## config.mk

```make
export PLATFORM = sky130hd
export DESIGN_NAME = ex_stage
export DESIGN_NICKNAME = d
export VERILOG_FILES = /design/src/rtl/ex_stage.sv
export SDC_FILE = /design/constraint.sdc
export NUM_CORES = 1
export LEC_CHECK = 0
export ABC_AREA = 0
export CAP_MARGIN = 5
export CORE_ASPECT_RATIO = 1.4
export CORE_MARGIN = 2
export CORE_UTILIZATION = 50
export DETAILED_ROUTE_END_ITERATION = 6
export GPL_ROUTABILITY_DRIVEN = 0
export PLACE_DENSITY = 0.76
export SYNTH_ARGS = -nofsm -noshare
export SYNTH_HDL_FRONTEND = slang
export SYNTH_SLANG_ARGS = --single-unit
```

## constraint.sdc

```tcl
create_clock -name vclk -period 3.55
set_clock_uncertainty 0.15 [all_clocks]
set_input_delay 0.5325 -clock vclk [all_inputs]
set_output_delay 0.5325 -clock vclk [all_outputs]
set_load 0.03 [all_outputs]
```

## src/rtl/ex_stage.sv

```systemverilog
// MIPS32 execute stage: logic/shift ALU plus iterative radix-2 divider.
// Divider, FSM and HI/LO outputs are compiled only when MDU_DIV_EN is defined.
package ex_pkg;
    localparam logic [7:0] EXE_AND_OP  = 8'b00100100;
    localparam logic [7:0] EXE_OR_OP   = 8'b00100101;
    localparam logic [7:0] EXE_XOR_OP  = 8'b00100110;
    localparam logic [7:0] EXE_NOR_OP  = 8'b00100111;
    localparam logic [7:0] EXE_SLL_OP  = 8'b01111100;
    localparam logic [7:0] EXE_SRL_OP  = 8'b00000010;
    localparam logic [7:0] EXE_SRA_OP  = 8'b00000011;
    localparam logic [7:0] EXE_SLLV_OP = 8'b00000100;
    localparam logic [7:0] EXE_SRLV_OP = 8'b00000110;
    localparam logic [7:0] EXE_SRAV_OP = 8'b00000111;
    localparam logic [7:0] EXE_DIV_OP  = 8'b00011010;
    localparam logic [7:0] EXE_DIVU_OP = 8'b00011011;

    localparam logic [2:0] EXE_RES_NOP   = 3'b000;
    localparam logic [2:0] EXE_RES_LOGIC = 3'b001;
    localparam logic [2:0] EXE_RES_SHIFT = 3'b010;
endpackage

module ex_stage
    import ex_pkg::*;
#(
    parameter int DATA_W = 32
) (
    input  logic              clk,
    input  logic              rst,
    input  logic [7:0]        aluop_i,
    input  logic [2:0]        alusel_i,
    input  logic [DATA_W-1:0] reg1_i,
    input  logic [DATA_W-1:0] reg2_i,
    input  logic [4:0]        wd_i,
    input  logic              wreg_i,
    input  logic              annul_i,
    output logic [4:0]        wd_o,
    output logic              wreg_o,
    output logic [DATA_W-1:0] wdata_o,
    output logic              stallreq_o,
    output logic              whilo_o,
    output logic [DATA_W-1:0] hi_o,
    output logic [DATA_W-1:0] lo_o
);

    logic [DATA_W-1:0] logic_res;
    logic [DATA_W-1:0] shift_res;
    logic [DATA_W-1:0] result;
    logic              is_div;

    assign is_div = (aluop_i == EXE_DIV_OP) || (aluop_i == EXE_DIVU_OP);

    always_comb begin
        logic_res = '0;
        case (aluop_i)
            EXE_AND_OP: logic_res = reg1_i & reg2_i;
            EXE_OR_OP:  logic_res = reg1_i | reg2_i;
            EXE_XOR_OP: logic_res = reg1_i ^ reg2_i;
            EXE_NOR_OP: logic_res = ~(reg1_i | reg2_i);
            default:    logic_res = '0;
        endcase
    end

    // Immediate forms carry rt in operand 1; variable forms carry rt in operand 2.
    always_comb begin
        shift_res = '0;
        case (aluop_i)
            EXE_SLL_OP:  shift_res = reg1_i << reg2_i[4:0];
            EXE_SRL_OP:  shift_res = reg1_i >> reg2_i[4:0];
            EXE_SRA_OP:  shift_res = $unsigned($signed(reg1_i) >>> reg2_i[4:0]);
            EXE_SLLV_OP: shift_res = reg2_i << reg1_i[4:0];
            EXE_SRLV_OP: shift_res = reg2_i >> reg1_i[4:0];
            EXE_SRAV_OP: shift_res = $unsigned($signed(reg2_i) >>> reg1_i[4:0]);
            default:     shift_res = '0;
        endcase
    end

    always_comb begin
        result = '0;
        case (alusel_i)
            EXE_RES_LOGIC: result = logic_res;
            EXE_RES_SHIFT: result = shift_res;
            default:       result = '0;
        endcase
    end

    assign wd_o    = rst ? wd_i : 5'd0;
    assign wreg_o  = rst & wreg_i & ~is_div;
    assign wdata_o = rst ? result : '0;

`ifdef MDU_DIV_EN
    localparam int CW = $clog2(DATA_W);

    localparam logic [1:0] S_IDLE = 2'd0;
    localparam logic [1:0] S_BUSY = 2'd1;
    localparam logic [1:0] S_DONE = 2'd2;

    logic [1:0]        state;
    logic [CW-1:0]     cnt;
    logic [DATA_W-1:0] quo;
    logic [DATA_W-1:0] rem;
    logic [DATA_W-1:0] dvs;
    logic              neg_q;
    logic              neg_r;

    logic              sgn;
    logic [DATA_W-1:0] a_mag;
    logic [DATA_W-1:0] b_mag;
    logic [DATA_W:0]   trial;
    logic [DATA_W:0]   diff;
    logic              ge;
    logic [DATA_W-1:0] q_new;
    logic [DATA_W-1:0] r_new;
    logic              start;
    logic              done;

    assign sgn   = (aluop_i == EXE_DIV_OP);
    assign a_mag = (sgn && reg1_i[DATA_W-1]) ? -reg1_i : reg1_i;
    assign b_mag = (sgn && reg2_i[DATA_W-1]) ? -reg2_i : reg2_i;
    assign start = is_div && !annul_i;

    // One restoring step: shift the next dividend bit into the partial remainder.
    assign trial = {rem, quo[DATA_W-1]};
    assign diff  = trial - {1'b0, dvs};
    assign ge    = trial >= {1'b0, dvs};
    assign q_new = {quo[DATA_W-2:0], ge};
    assign r_new = ge ? diff[DATA_W-1:0] : trial[DATA_W-1:0];

    always_ff @(posedge clk or negedge rst) begin
        if (!rst) begin
            state <= S_IDLE;
            cnt   <= '0;
            quo   <= '0;
            rem   <= '0;
            dvs   <= '0;
            neg_q <= 1'b0;
            neg_r <= 1'b0;
        end else begin
            case (state)
                S_IDLE: begin
                    if (start) begin
                        neg_q <= sgn & (reg1_i[DATA_W-1] ^ reg2_i[DATA_W-1]);
                        neg_r <= sgn & reg1_i[DATA_W-1];
                        dvs   <= b_mag;
                        cnt   <= '0;
                        if (reg2_i == '0) begin
                            rem   <= reg1_i;
                            quo   <= '1;
                            state <= S_DONE;
                        end else begin
                            rem   <= '0;
                            quo   <= a_mag;
                            state <= S_BUSY;
                        end
                    end
                end
                S_BUSY: begin
                    if (annul_i) begin
                        state <= S_IDLE;
                    end else begin
                        cnt <= cnt + 1'b1;
                        if (cnt == CW'(DATA_W - 1)) begin
                            quo   <= neg_q ? -q_new : q_new;
                            rem   <= neg_r ? -r_new : r_new;
                            state <= S_DONE;
                        end else begin
                            quo <= q_new;
                            rem <= r_new;
                        end
                    end
                end
                S_DONE:  state <= S_IDLE;
                default: state <= S_IDLE;
            endcase
        end
    end

    assign done       = rst && (state == S_DONE);
    assign whilo_o    = done;
    assign hi_o       = done ? rem : '0;
    assign lo_o       = done ? quo : '0;
    assign stallreq_o = rst && !annul_i &&
                        (((state == S_IDLE) && is_div) || (state == S_BUSY));
`else
    logic unused_div;

    assign unused_div = ^{clk, annul_i};
    assign whilo_o    = 1'b0;
    assign hi_o       = '0;
    assign lo_o       = '0;
    assign stallreq_o = 1'b0;
`endif

endmodule

```

==> results of run 1 <==
[metal layers]
layer,track usage,GRT overflow
met5,0.179,0
met4,0.652,95
met3,0.491,2
met2,0.860,148
met1,0.678,2
[per-stage QoR]
| step | TNS [ns] | cell area [µm²] | worst slack, ns |
|---|---|---|---|
| 2_1_floorplan | 0 | 11000 | 0.148 |
| 3_3_place_gp | -9.39 | 15200 | -0.784 |
| 3_5_place_dp | -10.13 | 15200 | -0.813 |
| 4_1_cts | 0 | 16100 | 0.00111 |
[Yosys cell counts (all sizes together), types with 19 or more instances]
library cell  instances  area, µm²
o211ai               21        158
buf                 146        956
o22ai                37        238
xnor2                19        166
mux4                 61       1370
a21oi                82        410
ha                   68        851
and2                 24        150
nor2                131        502
a211oi               49        373
mux2                 76        863
nor3                 25        136
nand2               142        538
o21ai                85        425
clkbuf               48        180
inv                  68        255
mux2i               121       1230
nand3                21        105
nor2b                20        125
[repair_timing]
item	in CTS
buffers inserted	25
endpoints found under the setup margin	32
gates resized for setup	250
pin swaps	47
cloned	1
endpoints found under the hold margin	0
[logic make-up after synthesis]
| kind of cell | Yosys count |
|---|---|
| fa+ha+maj | 68 |
| xor+xnor | 32 |
| mux | 258 |
| simple gates | 425 |
| compound gates | 407 |
| buf+inv | 263 |
| other cells | 1 |
==> impl_results.md, run 1 <==
* Status: aborted with a tool error
* Fail Step: 5_1_grt
* Log Error: [ERROR GRT-0116] Global routing finished with congestion. Check the congestion regions in the DRC Viewer.
* I/O Buffers at between 100 and 150
* Vias in the first global route at roughly 18000
* Synth warnings at 0
* Largest net degree at the start of global routing at 37
* HPWL Detailed at ~47000 µm
* Synthesized instance count at 1454
* Rows at 63
* Syn Std Cell Area at 10800 µm²
* Synth Area in Compound Gates at 0.256
* Die Y at 178 µm
* Dpl cells at roughly 2200
* Synth Area in Adders at 0.0791
* Synth Area in XOR/XNOR at 0.0261
* Synth unique cells at 95
* Seq/Total Area, Yosys at 0
* Simple logic cell fraction of the synthesized area at 0.187
* First-pass GRT wire length at 117000 µm
* Hold buffers post-CTS at 0
* Die Wd at roughly 130 µm
* Main combinational cell family by area after synthesis: multiplexers
* Avg Inst Size Synth at roughly 7.4 µm²
* Grt ovf at ~250
* Post-synthesis mux area share at 0.322
* Starting density of the core at 0.509
* I/O pin total at around 190
* Tot GR Track Use at 0.673
==> inputs of run 2 (changes only) <==
CORE_ASPECT_RATIO = not set   (was 1.4)
CORE_UTILIZATION = 35   (was 50)
PLACE_DENSITY = not set   (was 0.76)
PLACE_DENSITY_LB_ADDON = 0.15   (was not set)
==> run 2 against run 1 <==
The flow now finishes, with violations (design-rule violations, negative setup slack). Synthesized area is the same. Synthesized cell count is the same.
==> impl_results.md, run 2 <==
* Setup CP Type: primary input to output pin
* Vias in the first global route at between 10000 and 15000
* Setup crit start kind: primary input
* Tot GR Track Use at 0.384
* Number of max-cap violations at 0
* Synth Area in XOR/XNOR at 0.0261 (unchanged)
* Sw power at approximately 1300 µW
* RSZ-0062 raised after global routing: true
* Arrival @ worst endpoint at between 2 and 3 ns
* Syn Std Cell Area at 10800 µm² (unchanged)
* Area contributors post-synth: mux4_2, mux2i_1, ha_1, mux2_2, buf_4
* Post-layout worst setup margin at -0.0591 ns
* Routed wire length at 64300 µm
* Initial antenna violation count at 0
* Area grow syn2layout at 65.3%
* Iteration-0 DRC Markers at around 2300
* Die footprint at between 30000 and 40000 µm²
* Rows at 64 (+1.6%)
* Core Footprint at 30400 µm²
* Die Wd at 179 µm (+40%)
* Post-synthesis mux area share at 0.322 (unchanged)
* Hold buffers post-CTS at 0 (unchanged)
* DR pass1 iterations at 7
* Starting density of the core at 0.353 (-0.156)
* Post-route minimum period at between 3 and 4 ns
* Commonest cells in the netlist: nand2_1, nor2_1, mux2i_1, a21oi_1, o21ai_0
* Synthesized instance count at 1454 (unchanged)
* Area share of the largest cell type after synthesis at 0.128 (unchanged)
* Headroom to the max-slew limit at 0.494
* Clock buffers at 0
* Clock group share of total power at 0
* Most common cell in the synthesized netlist: nand2_1
* Synth Area in Adders at 0.0791 (unchanged)
* Synth unique cells at 95 (unchanged)
* Seq/Total Area, Yosys at 0 (unchanged)
* Synth Area in Compound Gates at 0.256 (unchanged)
* Simple logic cell fraction of the synthesized area at 0.187 (unchanged)
* Worst setup EP type: output pin
* Largest net degree at the start of global routing at 49
* Maximum vdd drop at 72.8 µV
* Max FO, Critical Path at 10
* DR WL/cell at 26.6 µm
* Worst Max-Slew Pin Slew at ~0.75 ns
* Slew Limit Fails at 0
* Power Dens Cells at around 130 nW/µm²
* Hold Worst Slack at between 1.5 and 2 ns
* Internal power at around 1000 µW
* Synth warnings at 0 (unchanged)
* Setup Viol. Count Final at 7
* Reg power frac at 0
* P_leak at slightly below 0.008 µW
* HPWL Detailed at 52300 µm (+11%)
* Largest area contributor in the synthesized netlist: mux4_2
* Avg Inst Size Synth at 7.40 µm² (unchanged)
* Final worst-path cycle share at 1.02
* Grt ovf at 0
* Die Y at 179 µm (+0.99%)
* First-pass GRT wire length at a little over 90000 µm
* Final nets at roughly 2200
* Switching share of total power at 0.558
* I/O Buffers at 120 (unchanged)
* Main combinational cell family by area after synthesis: multiplexers
* Sequential Area at 0 µm²
* DR vias at between 15000 and 20000
* Post-DRT Antenna Nets at 0
* Logic pwr share at 1.000
* Setup TNS at -0.212 ns
* Crit path required time at 2.87 ns
* Commonest non-fill, non-tap cell in the layout: buf_4
* Hold WC Path Type: primary input to output pin
* FMAX at 277 MHz
* Most frequent cells in the layout: buf_4, nand2_1, nor2_1
* Diodes inserted at 0
* DR DRC count at 2
* Count of sequential standard cells at 0
* Hold Vio Cnt, Final at 0
* Status: finished, violations left
* Failing checks: design-rule violations, negative setup slack
* Vias/cell at around 6.3
* Share of layout cells above drive strength 1 at 0.482
* I/O pin total at 188 (unchanged)
[run 2: cell counts after synthesis]
No cell type changed its count.
[run 2: cell type report]
class / count / area, µm²
Timing Repair Buffer: 692 / 6110
Fill cell: 2839 / 12600
Tap cell: 396 / 495
Multi-Input combinational cell: 1256 / 10900
Inverter: 69 / 268
[run 2: power groups by stage]
stage | Combinational, µW | Sequential [µW] | Clock (µW)
detailed placement | 2060 | 0 | 0
global placement | 2040 | 0 | 0
CTS | 2170 | 0 | 0
finish | 2360 | 0 | 0
floorplan | 1080 | 0 | 0
global route | 2450 | 0 | 0
[run 2: kinds of logic after synthesis]
family / after synthesis
other: 1
muxes: 258
AOI/OAI and AO/OA: 407
adders and majority gates: 68
and+or+nand+nor: 425
xor gates and xnor gates: 32
buffers and inverters: 263
[run 2: final timing paths]
| path | from | to | slack [ns] | cells after the start |
|---|---|---|---|---|
| worst max-delay path | reg1_i[1] | wdata_o[29] | -0.06 | 12 |
| worst min-delay path | aluop_i[0] | wdata_o[28] | 1.74 | 5 |
[run 2: routing by layer]
metal	routed length (µm)	track usage
met5	0	0
met4	4810	0.204
met3	9170	0.120
met2	26100	0.567
met1	24200	0.498
[run 2: what timing repair did]
action	CTS	global route
setup buffers	18	10
setup endpoints to repair	32	32
pin swaps	63	60
gates resized for setup	251	175
[run 2: stage by stage]
step,total power [µW],worst slack (ns),instance area (µm²),utilization,instances
2_1_floorplan,1080,0.148,11000,-,1519
3_3_place_gp,2040,-0.537,16200,0.532,2391
3_5_place_dp,2060,-0.556,16200,0.532,2391
4_1_cts,2170,-0.0110,17100,0.561,2404
5_1_grt,2450,-0.108,17800,0.584,2413
6_report,2360,-0.0591,17800,0.584,2413
[run 2: critical path: stages]
cell	delay, ns
buf_2	0.29
buf_4	0.21
buf_4	0.16
mux2i_1	0.11
o21ai_0	0.31
o21ai_0	0.21
a211o_1	0.36
o2111ai_1	0.11
nor2_1	0.07
a32oi_1	0.28
buf_4	0.18
buf_12	0.11
No activity file was read; power rests on OpenSTA's default activity.
